## config.mk

```make
export PLATFORM = sky130hd
export DESIGN_NAME = xrv_dbus_arb
export DESIGN_NICKNAME = d
export VERILOG_FILES = /design/src/rtl/xrv_pkg.sv /design/src/rtl/xrv_dbus_arb.sv
export SDC_FILE = /design/constraint.sdc
export NUM_CORES = 1
export LEC_CHECK = 0
export BUFFER_PORTS_ARGS = -buffer_cell sky130_fd_sc_hd__buf_2
export CAP_MARGIN = 20
export CORE_AREA = 5 5 119 121
export DETAILED_ROUTE_END_ITERATION = 16
export DIE_AREA = 0 0 124 126
export SLEW_MARGIN = 0
export SYNTH_ARGS = -nofsm -noshare
export SYNTH_HDL_FRONTEND = slang
export SYNTH_SLANG_ARGS = --single-unit
export TNS_END_PERCENT = 100
```

## constraint.sdc

```tcl
create_clock -name clk -period 3.4 [get_ports clk]
set_input_delay 0 -clock clk [delete_from_list [all_inputs] [get_ports clk]]
set_output_delay 0 -clock clk [all_outputs]
set_load 0.05 [all_outputs]
```

## src/rtl/xrv_pkg.sv

```systemverilog
// Shared types and default constants for the data-bus arbiter.
package xrv_pkg;

    localparam int unsigned ADDR_W = 32;
    localparam int unsigned DATA_W = 32;
    localparam int unsigned BE_W   = 4;

    localparam int unsigned TIMEOUT_CYC_DEF = 256;
    localparam logic [DATA_W-1:0] ERR_RD_DATA_DEF = 32'h0;

    typedef enum logic [1:0] {
        IDLE = 2'd0,
        GNT0 = 2'd1,
        GNT1 = 2'd2
    } arb_state_e;

endpackage

```

## src/rtl/xrv_dbus_arb.sv

```systemverilog
// Two-master round-robin arbiter for the shared data-memory port, with bus-timeout watchdog.
module xrv_dbus_arb
    import xrv_pkg::*;
#(
    parameter int unsigned       TIMEOUT_CYC = TIMEOUT_CYC_DEF,
    parameter logic [DATA_W-1:0] ERR_RD_DATA = ERR_RD_DATA_DEF
) (
    input  logic              clk,
    input  logic              rstb,

    input  logic [ADDR_W-1:0] m0_addr,
    input  logic              m0_wr_req,
    input  logic [BE_W-1:0]   m0_be,
    input  logic [DATA_W-1:0] m0_wr_data,
    output logic              m0_wr_ready,
    input  logic              m0_rd_req,
    output logic              m0_rd_ready,
    output logic [DATA_W-1:0] m0_rd_data,
    output logic              m0_err,

    input  logic [ADDR_W-1:0] m1_addr,
    input  logic              m1_wr_req,
    input  logic [BE_W-1:0]   m1_be,
    input  logic [DATA_W-1:0] m1_wr_data,
    output logic              m1_wr_ready,
    input  logic              m1_rd_req,
    output logic              m1_rd_ready,
    output logic [DATA_W-1:0] m1_rd_data,
    output logic              m1_err,

    output logic [ADDR_W-1:0] s_addr,
    output logic              s_wr_req,
    output logic [BE_W-1:0]   s_be,
    output logic [DATA_W-1:0] s_wr_data,
    input  logic              s_wr_ready,
    output logic              s_rd_req,
    input  logic              s_rd_ready,
    input  logic [DATA_W-1:0] s_rd_data
);

    localparam bit          WDOG_EN  = (TIMEOUT_CYC != 0);
    localparam int unsigned CNT_W    = WDOG_EN ? $clog2(TIMEOUT_CYC + 1) : 1;
    localparam int unsigned CNT_LAST = WDOG_EN ? TIMEOUT_CYC - 1 : 0;

    arb_state_e       state_q;
    logic             last_q;      // index of the master served most recently
    logic [CNT_W-1:0] cnt_q;

    logic act0, act1, gnt0, gnt1, granted, cur_act, s_rdy, to_hit, done;

    assign act0    = m0_rd_req | m0_wr_req;
    assign act1    = m1_rd_req | m1_wr_req;
    assign gnt0    = (state_q == GNT0);
    assign gnt1    = (state_q == GNT1);
    assign granted = gnt0 | gnt1;
    assign cur_act = gnt1 ? act1 : act0;
    assign s_rdy   = s_wr_ready | s_rd_ready;

    // Watchdog fires on the last allowed grant cycle if the slave is still silent.
    assign to_hit = WDOG_EN && granted && cur_act && !s_rdy
                    && (cnt_q == CNT_W'(CNT_LAST));
    assign done   = granted && ((cur_act && s_rdy) || to_hit);

    // Slave side follows the granted master; master 0 is parked on the bus when idle.
    assign s_addr    = gnt1 ? m1_addr    : m0_addr;
    assign s_be      = gnt1 ? m1_be      : m0_be;
    assign s_wr_data = gnt1 ? m1_wr_data : m0_wr_data;
    assign s_wr_req  = (gnt0 & m0_wr_req) | (gnt1 & m1_wr_req);
    assign s_rd_req  = (gnt0 & m0_rd_req) | (gnt1 & m1_rd_req);

    // Completion pulses: slave ready or the forced watchdog completion.
    assign m0_wr_ready = gnt0 & (s_wr_ready | (to_hit & m0_wr_req));
    assign m0_rd_ready = gnt0 & (s_rd_ready | (to_hit & m0_rd_req));
    assign m1_wr_ready = gnt1 & (s_wr_ready | (to_hit & m1_wr_req));
    assign m1_rd_ready = gnt1 & (s_rd_ready | (to_hit & m1_rd_req));
    assign m0_err      = gnt0 & to_hit;
    assign m1_err      = gnt1 & to_hit;
    assign m0_rd_data  = (gnt0 & to_hit) ? ERR_RD_DATA : s_rd_data;
    assign m1_rd_data  = (gnt1 & to_hit) ? ERR_RD_DATA : s_rd_data;

    // Grant FSM, round-robin pointer and watchdog counter.
    always_ff @(posedge clk or negedge rstb) begin
        if (!rstb) begin
            state_q <= IDLE;
            last_q  <= 1'b1;
            cnt_q   <= '0;
        end else begin
            case (state_q)
                IDLE: begin
                    cnt_q <= '0;
                    if (act0 && act1)  state_q <= last_q ? GNT0 : GNT1;
                    else if (act0)     state_q <= GNT0;
                    else if (act1)     state_q <= GNT1;
                end
                GNT0: begin
                    if (done) begin
                        last_q  <= 1'b0;
                        cnt_q   <= '0;
                        state_q <= act1 ? GNT1 : IDLE;
                    end else if (!act0) begin
                        state_q <= IDLE;
                    end else if (WDOG_EN) begin
                        cnt_q <= cnt_q + CNT_W'(1);
                    end
                end
                GNT1: begin
                    if (done) begin
                        last_q  <= 1'b1;
                        cnt_q   <= '0;
                        state_q <= act0 ? GNT0 : IDLE;
                    end else if (!act1) begin
                        state_q <= IDLE;
                    end else if (WDOG_EN) begin
                        cnt_q <= cnt_q + CNT_W'(1);
                    end
                end
                default: begin
                    state_q <= IDLE;
                    cnt_q   <= '0;
                end
            endcase
        end
    end

    // A master must never request a read and a write in the same cycle.
    always_ff @(posedge clk) begin
        if (rstb) begin
            a_m0_rdwr: assert (!(m0_rd_req && m0_wr_req));
            a_m1_rdwr: assert (!(m1_rd_req && m1_wr_req));
        end
    end

endmodule

```

==> impl_summary.md, run 1 <==
Route
The first detailed-routing pass ran for 4 iterations. Wires add up to 10540 um. The average vias per placed instance is 4.045. The count of nets left with antenna violations once routing finished came out at 0. The total via count after detailed routing is 2945. The initial detailed-routing violation count is around 140. The remaining routing DRC violations is 0. The wire length per cell after detailed routing is 14.47 um.

Die
The height of the chip is 126 um. In this run the horizontal extent of the chip is 124 um. The number of top-level pins is 316.

The overall die area is 15620 um^2. In this run the core area contains 42 standard-cell rows. Once the floorplan was initialized, standard cells occupied approximately 17% of the core. The standard cell core area is 12980 um^2.

Placed design
Input and output buffers added on the ports amount to 315. The global placement routability congestion is 0.8004. The HPWL after detailed placement is around 9000 um.

Timing
The worst max-slew margin expressed relative to the limit is roughly half. At the pin with the least slew margin, the transition time is between 0.7 and 0.8 ns. The final critical-path share of the clock period is 78.91%. The number of pins with negative max-slew slack in the final report was 0. Setup violations remaining at the end of the flow were counted as 0. The minimum clock period is 2.683 ns. Timing would allow up to 0.3727 GHz. Setup repair after global routing left no endpoint under its margin.

The clock arrives with 0.0009086 ns of skew. In the final timing run, aggregate negative setup slack is 0 ns. The total count of hold-check failures in the final report is 0.

Setup path
Measured in cells, the most critical reg-to-reg path has a length of 9. The worst setup path is launched from a flop. The end of the worst register-to-register path is cnt_q[0]. The worst flop-to-flop path startpoint is cnt_q[0]. Setup slack on the worst reg-to-reg path comes out at a little under 0.8 ns. The arrival time reported for the critical path endpoint is around 2.7 ns. The critical path class is reg2out.

The required arrival time at the worst endpoint is 3.40 ns. The nature of the critical path endpoint is an output port. The biggest fanout along the worst timing path is 33.

Layout
Fill cells in the final layout number approximately 1400. In the final design database the tool counted 735 nets. Compared with the post-synthesis result, the final layout area differs by 85.86%. At the end of the flow the core is filled with cells to 30.92%. The library cell used most frequently in the layout, excluding fill and tap cells, is buf_2. Leaving out fill and tap cells, the most frequent cells in the layout are buf_2 (315), mux2_2 (70), nor2b_1 (36).

In the final layout, the share of cells above drive strength 1 is 72.83%. 0 antenna diodes ended up in the layout.

Power and ir drop
Total power for the finished layout comes to 2.728 mW. Across the VDD grid, the largest voltage drop is 0.3831 mV. The analysis attributes to cell leakage a power of 2.141 nW. The power per standard cell area is slightly below 700 nW/um^2.

Global routing
The initial antenna violation count came to 0. The via count of the first global-routing pass was approximately 2900. The residual overflow from global routing is 0. Entering global routing, the biggest net connects 62 pins. The first global-routing pass estimated around 15000 um of wire. The combined global-route utilization of all metal layers is 11.63%.

Synth
For this run, the number of Yosys warnings is 0. The number of distinct library cells after synthesis is 38. Counting flops and latches in the post-synthesis netlist gives 12. The share of the Yosys chip area taken by registers is 13.96%.

The mapped cell area is approximately 2200 um^2. The synthesized net count is 426. Synthesis handed over a netlist of between 200 and 250 instances. The average instance in the mapped netlist occupies about 9 um^2.

Clock network
Clock latency on the worst-skew pair, taken at its later pin, is 0.24 ns. The clock passes through at most 2 buffers. TritonCTS created 3 clock buffers. After clock tree synthesis, the clock-pin slew on the worst setup and hold paths is 0.04 ns. The number of setup buffers added after CTS is 0.

The CTS tree is yes. The number of clock sinks is 12. CTS built an H-tree with a depth of 1. The clock root buffer is clkbuf_16.

Worst hold path
The worst hold path belongs to the class in2async.

Flow run
Across the run, the number of max-cap violations was 0.

Status
The flow ran to the end, and the final reports show no timing, DRC or antenna violations.
cells by family after synthesis:
group | synth area share (%)
buffers and inverters | 4.577
muxes | 37.43
adders and majority gates | 3.476
and+or+nand+nor | 29.20
DFF | 13.96
AOI/OAI and AO/OA | 11.36
registers in the layout, summed over array words and instances (netlist names):
name     count
cnt_q        9
last_q       1
state_q      2
cell usage after synthesis:
cell	instances	share of area [%]
o31ai_4	1	0.98
and2_1	32	9.3
o31a_1	1	0.41
dfstp_2	1	1.2
nor4_1	1	0.29
inv_1	5	0.87
nor3b_4	1	0.87
nor2_1	7	1.2
a32oi_1	1	0.41
a22o_1	12	4.9
mux2i_1	2	0.93
ha_1	6	3.5
nand2b_1	2	0.58
or2_1	1	0.29
clkbuf_1	1	0.17
mux2_2	70	37
o311ai_1	1	0.41
inv_2	1	0.17
or4_1	1	0.35
buf_4	1	0.35
nor3_1	4	0.93
and3_1	5	1.4
dfrtp_1	11	13
o21ai_0	1	0.23
nor2_2	2	0.58
a31o_2	1	0.41
a211oi_2	1	0.58
or3_1	1	0.29
buf_2	13	3.0
a31oi_1	2	0.58
nor2b_1	36	10
nor4_4	1	0.98
nor3b_1	1	0.35
o31ai_1	1	0.35
o21ai_1	8	1.9
nand3_1	2	0.46
o22ai_1	1	0.29
nand2_1	5	0.87
how the worst max path moves through the flow:
stage	cells past startpoint	start	to	slack (ns)
2_1_floorplan	9	cnt_q[0]	m1_rd_data[24]	0.91
3_3_place_gp	9	cnt_q[0]	cnt_q[0]	0.83
3_5_place_dp	9	cnt_q[0]	cnt_q[0]	0.77
4_1_cts	12	cnt_q[0]	m0_wr_ready	0.69
5_1_grt	12	cnt_q[0]	m0_wr_ready	0.52
6_report	12	cnt_q[0]	m0_wr_ready	0.72
stage by stage:
step / std cells / hold slack (ns) / instance area (um^2) / worst slack, ns
finish: 728 / 0.1921 / 4014 / 0.7172
global route: 728 / 0.2268 / 4014 / 0.5150
CTS: 728 / 0.2119 / 4014 / 0.6936
global placement: 723 / -0.1066 / 3915 / 0.8255
floorplan: 244 / -0.2956 / 2160 / 0.9100
detailed placement: 723 / -0.09884 / 3915 / 0.7745
power breakdown:
| group | total (mW) | internal [mW] | switching [mW] |
|---|---|---|---|
| clock | 0.238 | 0.177 | 0.0608 |
| combinational | 2.29 | 0.706 | 1.59 |
| sequential | 0.196 | 0.173 | 0.0222 |
final cells by class:
cell class                 count  area (um^2)  area share [%]
timing repair buffer         319         1609           40.09
tap                          176        220.2           5.486
inverter                       6        22.52          0.5611
clock buffer                   4        88.84           2.213
sequential                    12        301.5           7.512
multi-input combinational    211         1772           44.14
metal layers:
| layer | share of wire [%] | GRT usage [%] | vias up |
|---|---|---|---|
| met5 | 0 | 0 | - |
| met4 | 0.25 | 1.933 | 0 |
| met3 | 11 | 4.664 | 2 |
| met2 | 48 | 19.66 | 129 |
| met1 | 41 | 14.05 | 1320 |
| li1 | - | - | 1494 |
timing repair:
action | in CTS | in global routing
resized for setup | 0 | 0
hold buffers | 1 | 0
hold endpoints to repair | 12 | 0
worst max-delay path, cell delays in order (launching register included):
cell	delay (ns)
dfrtp_1	0.40
ha_1	0.23
and3_1	0.20
and3_1	0.20
and3_1	0.18
ha_1	0.22
nand2_1	0.13
nor4_1	0.06
nand2_1	0.09
buf_4	0.26
inv_2	0.07
a22o_1	0.18
buf_2	0.21
Power figures use the tool's default switching activity.
==> run 2, diff against run 1 <==
clock period = 2.51 ns   (was 3.4 ns; I/O delays follow)
==> impl_summary.md, run 2 (synthesis results as in run 1) <==
Setup path
At the worst endpoint, the required time is between 2 and 3 ns. In this run the critical register-to-register path is launched from cnt_q[1]. The number of cells on the worst reg-to-reg path is 11. The worst register-to-register path ends at state_q[0]. The worst register-to-register path has a setup slack of 0.03 ns. STA classifies the critical path endpoint as an output port.

The critical path class is reg2out. The arrival time reported for the critical path endpoint is 2.53 ns. The biggest fanout along the worst timing path is 7. The worst setup path is launched from a flop.

Timing
The final setup skew is 0.002418 ns. For the pin with the worst max-slew slack, the measured transition is approximately 0.79 ns. The number of pins with negative max-slew slack in the final report came to 0. The highest attainable clock frequency is ~0.39 GHz. The worst-case setup margin in the final layout is -0.02281 ns. The final-layout setup total negative slack is -0.2325 ns.

The total count of hold-check failures in the final report is 0. The worst max-slew margin expressed relative to the limit is 47.39%. The final hold slack is 0.1910 ns. Setup repair after global routing could not meet its margin everywhere. Subtracting the final worst setup slack from the clock period gives ~2.5 ns. The final critical-path share of the clock period is 100.9%.

Setup violations remaining at the end of the flow were counted as 15.

Power and ir drop
VDD sags by at most 0.5427 mV. In this run the power spent charging and discharging nets is 2.324 mW. Of the total power, the clock network draws 8.2%. Summed over all cells, the static leakage comes to 2.495 nW. Total power for the finished layout comes to 3.901 mW. Sequential cells account for 6.7% of the total power. Internal power comes to 1.577 mW. Net switching is 59.58% of the power. The power per standard cell area is roughly 810 nW/um^2. Of the total power, combinational logic draws between 80% and 90%.

Global routing
The via count of the first global-routing pass came to 3098. The residual overflow from global routing is 0. The combined global-route utilization of all metal layers is approximately 13%. The first global-routing pass estimated between 15000 and 20000 um of wire. Entering global routing, the biggest net connects 65 pins. The initial antenna violation count came to 0.

Clock network
TritonCTS built the clock tree. The total clock buffers created by CTS is 3. Clock-pin slew was measured on the worst setup and hold paths at 0.04 ns. The later-pin clock latency in the skew report is 0.24 ns. CTS built an H-tree with a depth of 1. The clock root buffer is clkbuf_16. The number of buffers on the longest clock path is 2. The clock net in this run drives a total of 12 sinks.

Route
The remaining routing DRC violations is 0. After the first detailed-routing iteration, the DRC count stood at 105. The total via count after detailed routing is around 3100.

The number of optimization iterations in the first detailed-route pass is 4. The wire length per cell after detailed routing is 15.98 um. The average vias per placed instance is 4.142. The routed design has about 12000 um of wire. The number of nets with antenna violations after routing is 0.

Layout
Cells fill between 30% and 40% of the core in the end. Relative to the synthesized area, the layout overhead comes to 122.9%. The largest register by flop count is cnt_q. The register with the most flip-flops in the layout has 9 of them. In the layout the commonest cells are buf_2 (250), mux2_2 (69), nor2b_1 (36).

The largest registers in the layout are cnt_q x9, state_q x2, last_q x1. The final layout contains 751 nets. In the final layout, the share of cells above drive strength 1 is about four fifths. The repair_antennas step left the layout with diodes totalling 0.

The final non-filler cell total is 744. The library cell used most frequently in the layout, excluding fill and tap cells, is buf_2.

Die
The standard cell core area is ~13000 um^2. In this run the count of I/O pins placed on the die edge is 316. The row count is 42. The height of the chip is between 100 and 150 um. The die covers 15620 um^2. The die outline width is 124 um. For this configuration, the core starts out at a cell density of 16.64%.

Placed design
The wire-length estimate of the detail-placed layout is between 9000 and 10000 um. The count of port buffers added during placement is 315. At the end of routability-driven placement, the weighted congestion stood at 0.7895.

In this run, placement finished with an instance count of 731.

Worst hold path
The worst hold-check path type is in2async.

Status
The checks that failed: negative setup slack. The flow ran to the end, but the final reports show violations.

Flow run
The total of max-cap violations is 0.
-- run 2: timing repair --
item                       4_1_cts  5_1_grt
hold buffers                     1        0
gates cloned                     1        2
setup endpoints to repair       69       81
buffers inserted                 3        2
pin swaps                        0       35
gates resized for setup        101       95
hold endpoints to repair        12        0
-- run 2: power groups by stage --
stage,registers [mW],logic [mW],clock network (mW)
2_1_floorplan,0.259,2.44,0
3_3_place_gp,0.265,3.14,0
3_5_place_dp,0.266,3.14,0
4_1_cts,0.262,3.23,0.328
5_1_grt,0.269,3.49,0.339
6_report,0.263,3.32,0.321
-- run 2: worst max-delay path by stage --
stage | depth (start not counted) | end | from
after floorplan | 9 | m1_rd_data[24] | cnt_q[0]
after CTS | 13 | m0_rd_data[8] | cnt_q[0]
after global placement | 10 | cnt_q[0] | cnt_q[1]
final | 13 | m0_rd_data[1] | cnt_q[1]
after global routing | 13 | m0_rd_data[1] | cnt_q[1]
after detailed placement | 10 | cnt_q[0] | cnt_q[1]
-- run 2: metal layers --
metal	track usage, %	vias to the layer above	share of wire, %
met5	0	-	0
met4	1.418	0	0.45
met3	4.036	8	11
met2	22.59	149	51
met1	15.00	1406	38
li1	-	1519	-
-- run 2: per-stage QoR --
stage               instance area, um^2  setup slack, ns
CTS                                4423         -0.02569
floorplan                          2160          0.02003
finish                             4815         -0.02281
global route                       4815          -0.1113
global placement                   3975          0.01850
detailed placement                 3975         -0.03256
-- run 2: final cells by class --
type                       instances  area, um^2
multi-input combinational        211        1913
inverter                           6       22.52
tap                              176       220.2
fill                            1318        8165
clock buffer                       4       88.84
sequential                        12       301.5
timing repair buffer             335        2268
-- run 2: worst max-delay path, stage by stage (launching register included) --
cell       delay, ns
dfrtp_1         0.35
ha_2            0.18
and3_4          0.19
and3_4          0.18
and3_4          0.19
ha_4            0.13
buf_6           0.10
nand2_4         0.04
nor4_2          0.20
nand2_1         0.12
buf_6           0.17
clkbuf_16       0.16
and2_4          0.14
buf_8           0.14
==> run 3, diff against run 2 <==
PLACE_DENSITY_LB_ADDON = 0.3   (was not set)
==> impl_summary.md, run 3 (synthesis results as in run 1) <==
Status
The flow ran to the end, and the final reports show no timing, DRC or antenna violations.

Timing
Setup slack closes at 0.004629 ns. The final critical-path share of the clock period is 99.82%. Setup repair after global routing could not meet its margin everywhere. The number of pins with negative max-slew slack in the final report came to 0.

Setup violations remaining at the end of the flow were counted as 0. The highest attainable clock frequency is roughly 0.40 GHz. The final setup skew is 0.0009902 ns. The worst max-slew margin expressed relative to the limit is around 63%. At the pin with the least slew margin, the transition time is 0.5618 ns. The total count of hold-check failures in the final report came to 0. The final hold slack is 0.1799 ns. Adding up every negative setup slack in the final design gives 0 ns. The worst path needs 2.505 ns of the cycle, external delays included.

Layout
The net count of the finished layout is 756. The register with the most flip-flops in the layout has 9 of them. Summing all flip-flop and latch instances after layout gives 301.5 um^2. The largest registers in the layout are cnt_q x9, state_q x2, last_q x1. The number of antenna repair diodes is 0. The finished cells cover 4805 um^2. The fill cell instance count of the final layout is 1322. The final core utilization is 37.02%.

The final non-filler cell total is 749. The ratio of cells with drive above 1 in the final layout is 80.10%. The leading cell type in the layout, fill and taps excluded is buf_2. The area growth from synthesis to layout is 122.5%. The top cell types in the final layout, fill and taps aside, are buf_2 (259), mux2_2 (69), nor2b_1 (36). The register with the most flip-flops in the final layout is cnt_q.

The total area of multi-input combinational cells is 1934 um^2.

Global routing
The global routing usage on met3 is 6.502%. The via count of the first global-routing pass is between 3000 and 4000. Global routing consumed, on the met2 layer, 26.50% of the routing resources. Entering global routing, the biggest net connects 46 pins. The global-route layer with the greatest usage is met2.

The initial antenna violation count came to 0. The met1 track demand over resource is roughly 16%. The global-route wire length before repair is approximately 18000 um.

The residual overflow from global routing is 0. The combined global-route utilization of all metal layers is between 10% and 20%.

Die
Once the floorplan was initialized, standard cells occupied 16.64% of the core. The floorplan has 42 rows. Pin placement for this block handled 316 I/O pins.

The overall die area is 15620 um^2. The die outline width is 124 um. The floorplan step defined a core boundary enclosing about 13000 um^2. The die is roughly 130 um tall.

Setup path
The worst setup path is launched from a flop. The worst-path cell with the longest stage delay is dfrtp_1. The arrival time reported for the critical path endpoint is 2.66 ns. The number of cell instances on the worst register-to-register path is 11.

Walking the worst path, the cells encountered are ha_2 -> and3_4 -> and3_4 -> and3_4 -> ha_4 -> buf_6 -> buf_6 -> nor3_2 -> o31ai_2 -> or3_1 -> o21ai_1. STA puts the critical path data required time at around 2.7 ns. In this design, the stage delay of the slowest critical-path cell is 0.38 ns.

Along the worst path, the maximum fanout reaches 4. The most prevalent standard cell on the critical path is and3_4. The critical path is of the reg2reg type. The worst setup path is captured at a flop.

Power and ir drop
The worst-case IR drop observed on VDD is 0.6635 mV. The static leakage power is 2.471 nW. The post-route total power is 3.971 mW. The power per standard cell area is ~830 nW/um^2.

Route
The number of nets with antenna violations after routing is 0. The remaining routing DRC violations is 0. Wires add up to 13490 um.

For this run, the detailed router's first-pass iteration total came to 4. The detailed router placed roughly 3200 vias in this run. Using the TritonRoute via totals, the vias-per-cell ratio works out to 4.246. After detailed routing, the average wire length per cell comes to 18.01 um. The initial detailed-routing violation count is 95.

Clock network
The tree built by TritonCTS fans out to 12 sinks. The maximum level of the CTS H-tree is 1. Counting the buffers created by CTS gives 3.

The number of buffers on the longest clock path is 2. The later-pin clock latency in the skew report is 0.24 ns. CTS placed an instance of clkbuf_16 at the clock tree root. TritonCTS built the clock tree.

Clock-pin slew was measured on the worst setup and hold paths at 0.04 ns.

Placed design
The total instance count after detailed placement is 728. The congestion estimate from routability-driven global placement came to around 0.86. Buffers placed on the I/O ports in this run total 315. Once detailed placement completed, the half-perimeter wirelength came to 10780 um. The post-place setup slack is -0.02658 ns.

After detailed placement, the total cell area comes to 3995 um^2.

Flow run
The tool flagged a number of max-cap violations equal to 0.

Worst hold path
The min-delay analysis places its worst path in the category in2async.
run 3: critical path, delay by kind of cell, from the launching register on:
| kind | cells | cell delay [ns] |
|---|---|---|
| simple gates | 5 | 1.22 |
| flops | 1 | 0.38 |
| fa+ha+maj | 2 | 0.37 |
| buf+inv | 2 | 0.23 |
| compound gates | 2 | 0.23 |
run 3: area by class of cell:
cell class	instances	area share, %
clock buffers	4	1.641
repair buffers	339	46.77
well taps	176	4.583
inverters	6	0.4687
multi-input cells	212	40.26
flip-flops and latches	12	6.276
run 3: where the power goes:
| group | switching [mW] | total, mW | internal [mW] | leakage [nW] |
|---|---|---|---|---|
| logic | 2.30 | 3.42 | 1.12 | 2.27 |
| clock network | 0.0770 | 0.290 | 0.213 | 0.0382 |
| registers | 0.0272 | 0.262 | 0.235 | 0.161 |
| total | 2.40 | 3.97 | 1.57 | 2.47 |
run 3: metal layers:
layer / share of wire (%) / vias to the layer above
li1: - / 1530
met1: 36 / 1512
met2: 52 / 130
met3: 12 / 8
met4: 0.47 / 0
met5: 0 / -
run 3: path summary, 6_finish.rpt:
kind | start | end | slack, ns
min | rstb | cnt_q[5] | 0.18
max | cnt_q[0] | cnt_q[8] | 0.005
min in group clk | m0_wr_req | state_q[1] | 0.35
max reg2reg | cnt_q[0] | cnt_q[8] | 0.005
max in group asynchronous | rstb | last_q | 2.04
min reg2reg | last_q | last_q | 0.51
run 3: timing repair:
item	4_1_cts	5_1_grt
endpoints found under the setup margin	73	79
gates resized for setup	102	68
buffers inserted	11	2
hold endpoints to repair	12	0
cloned	3	2
hold buffers	1	0
pin swaps	4	30
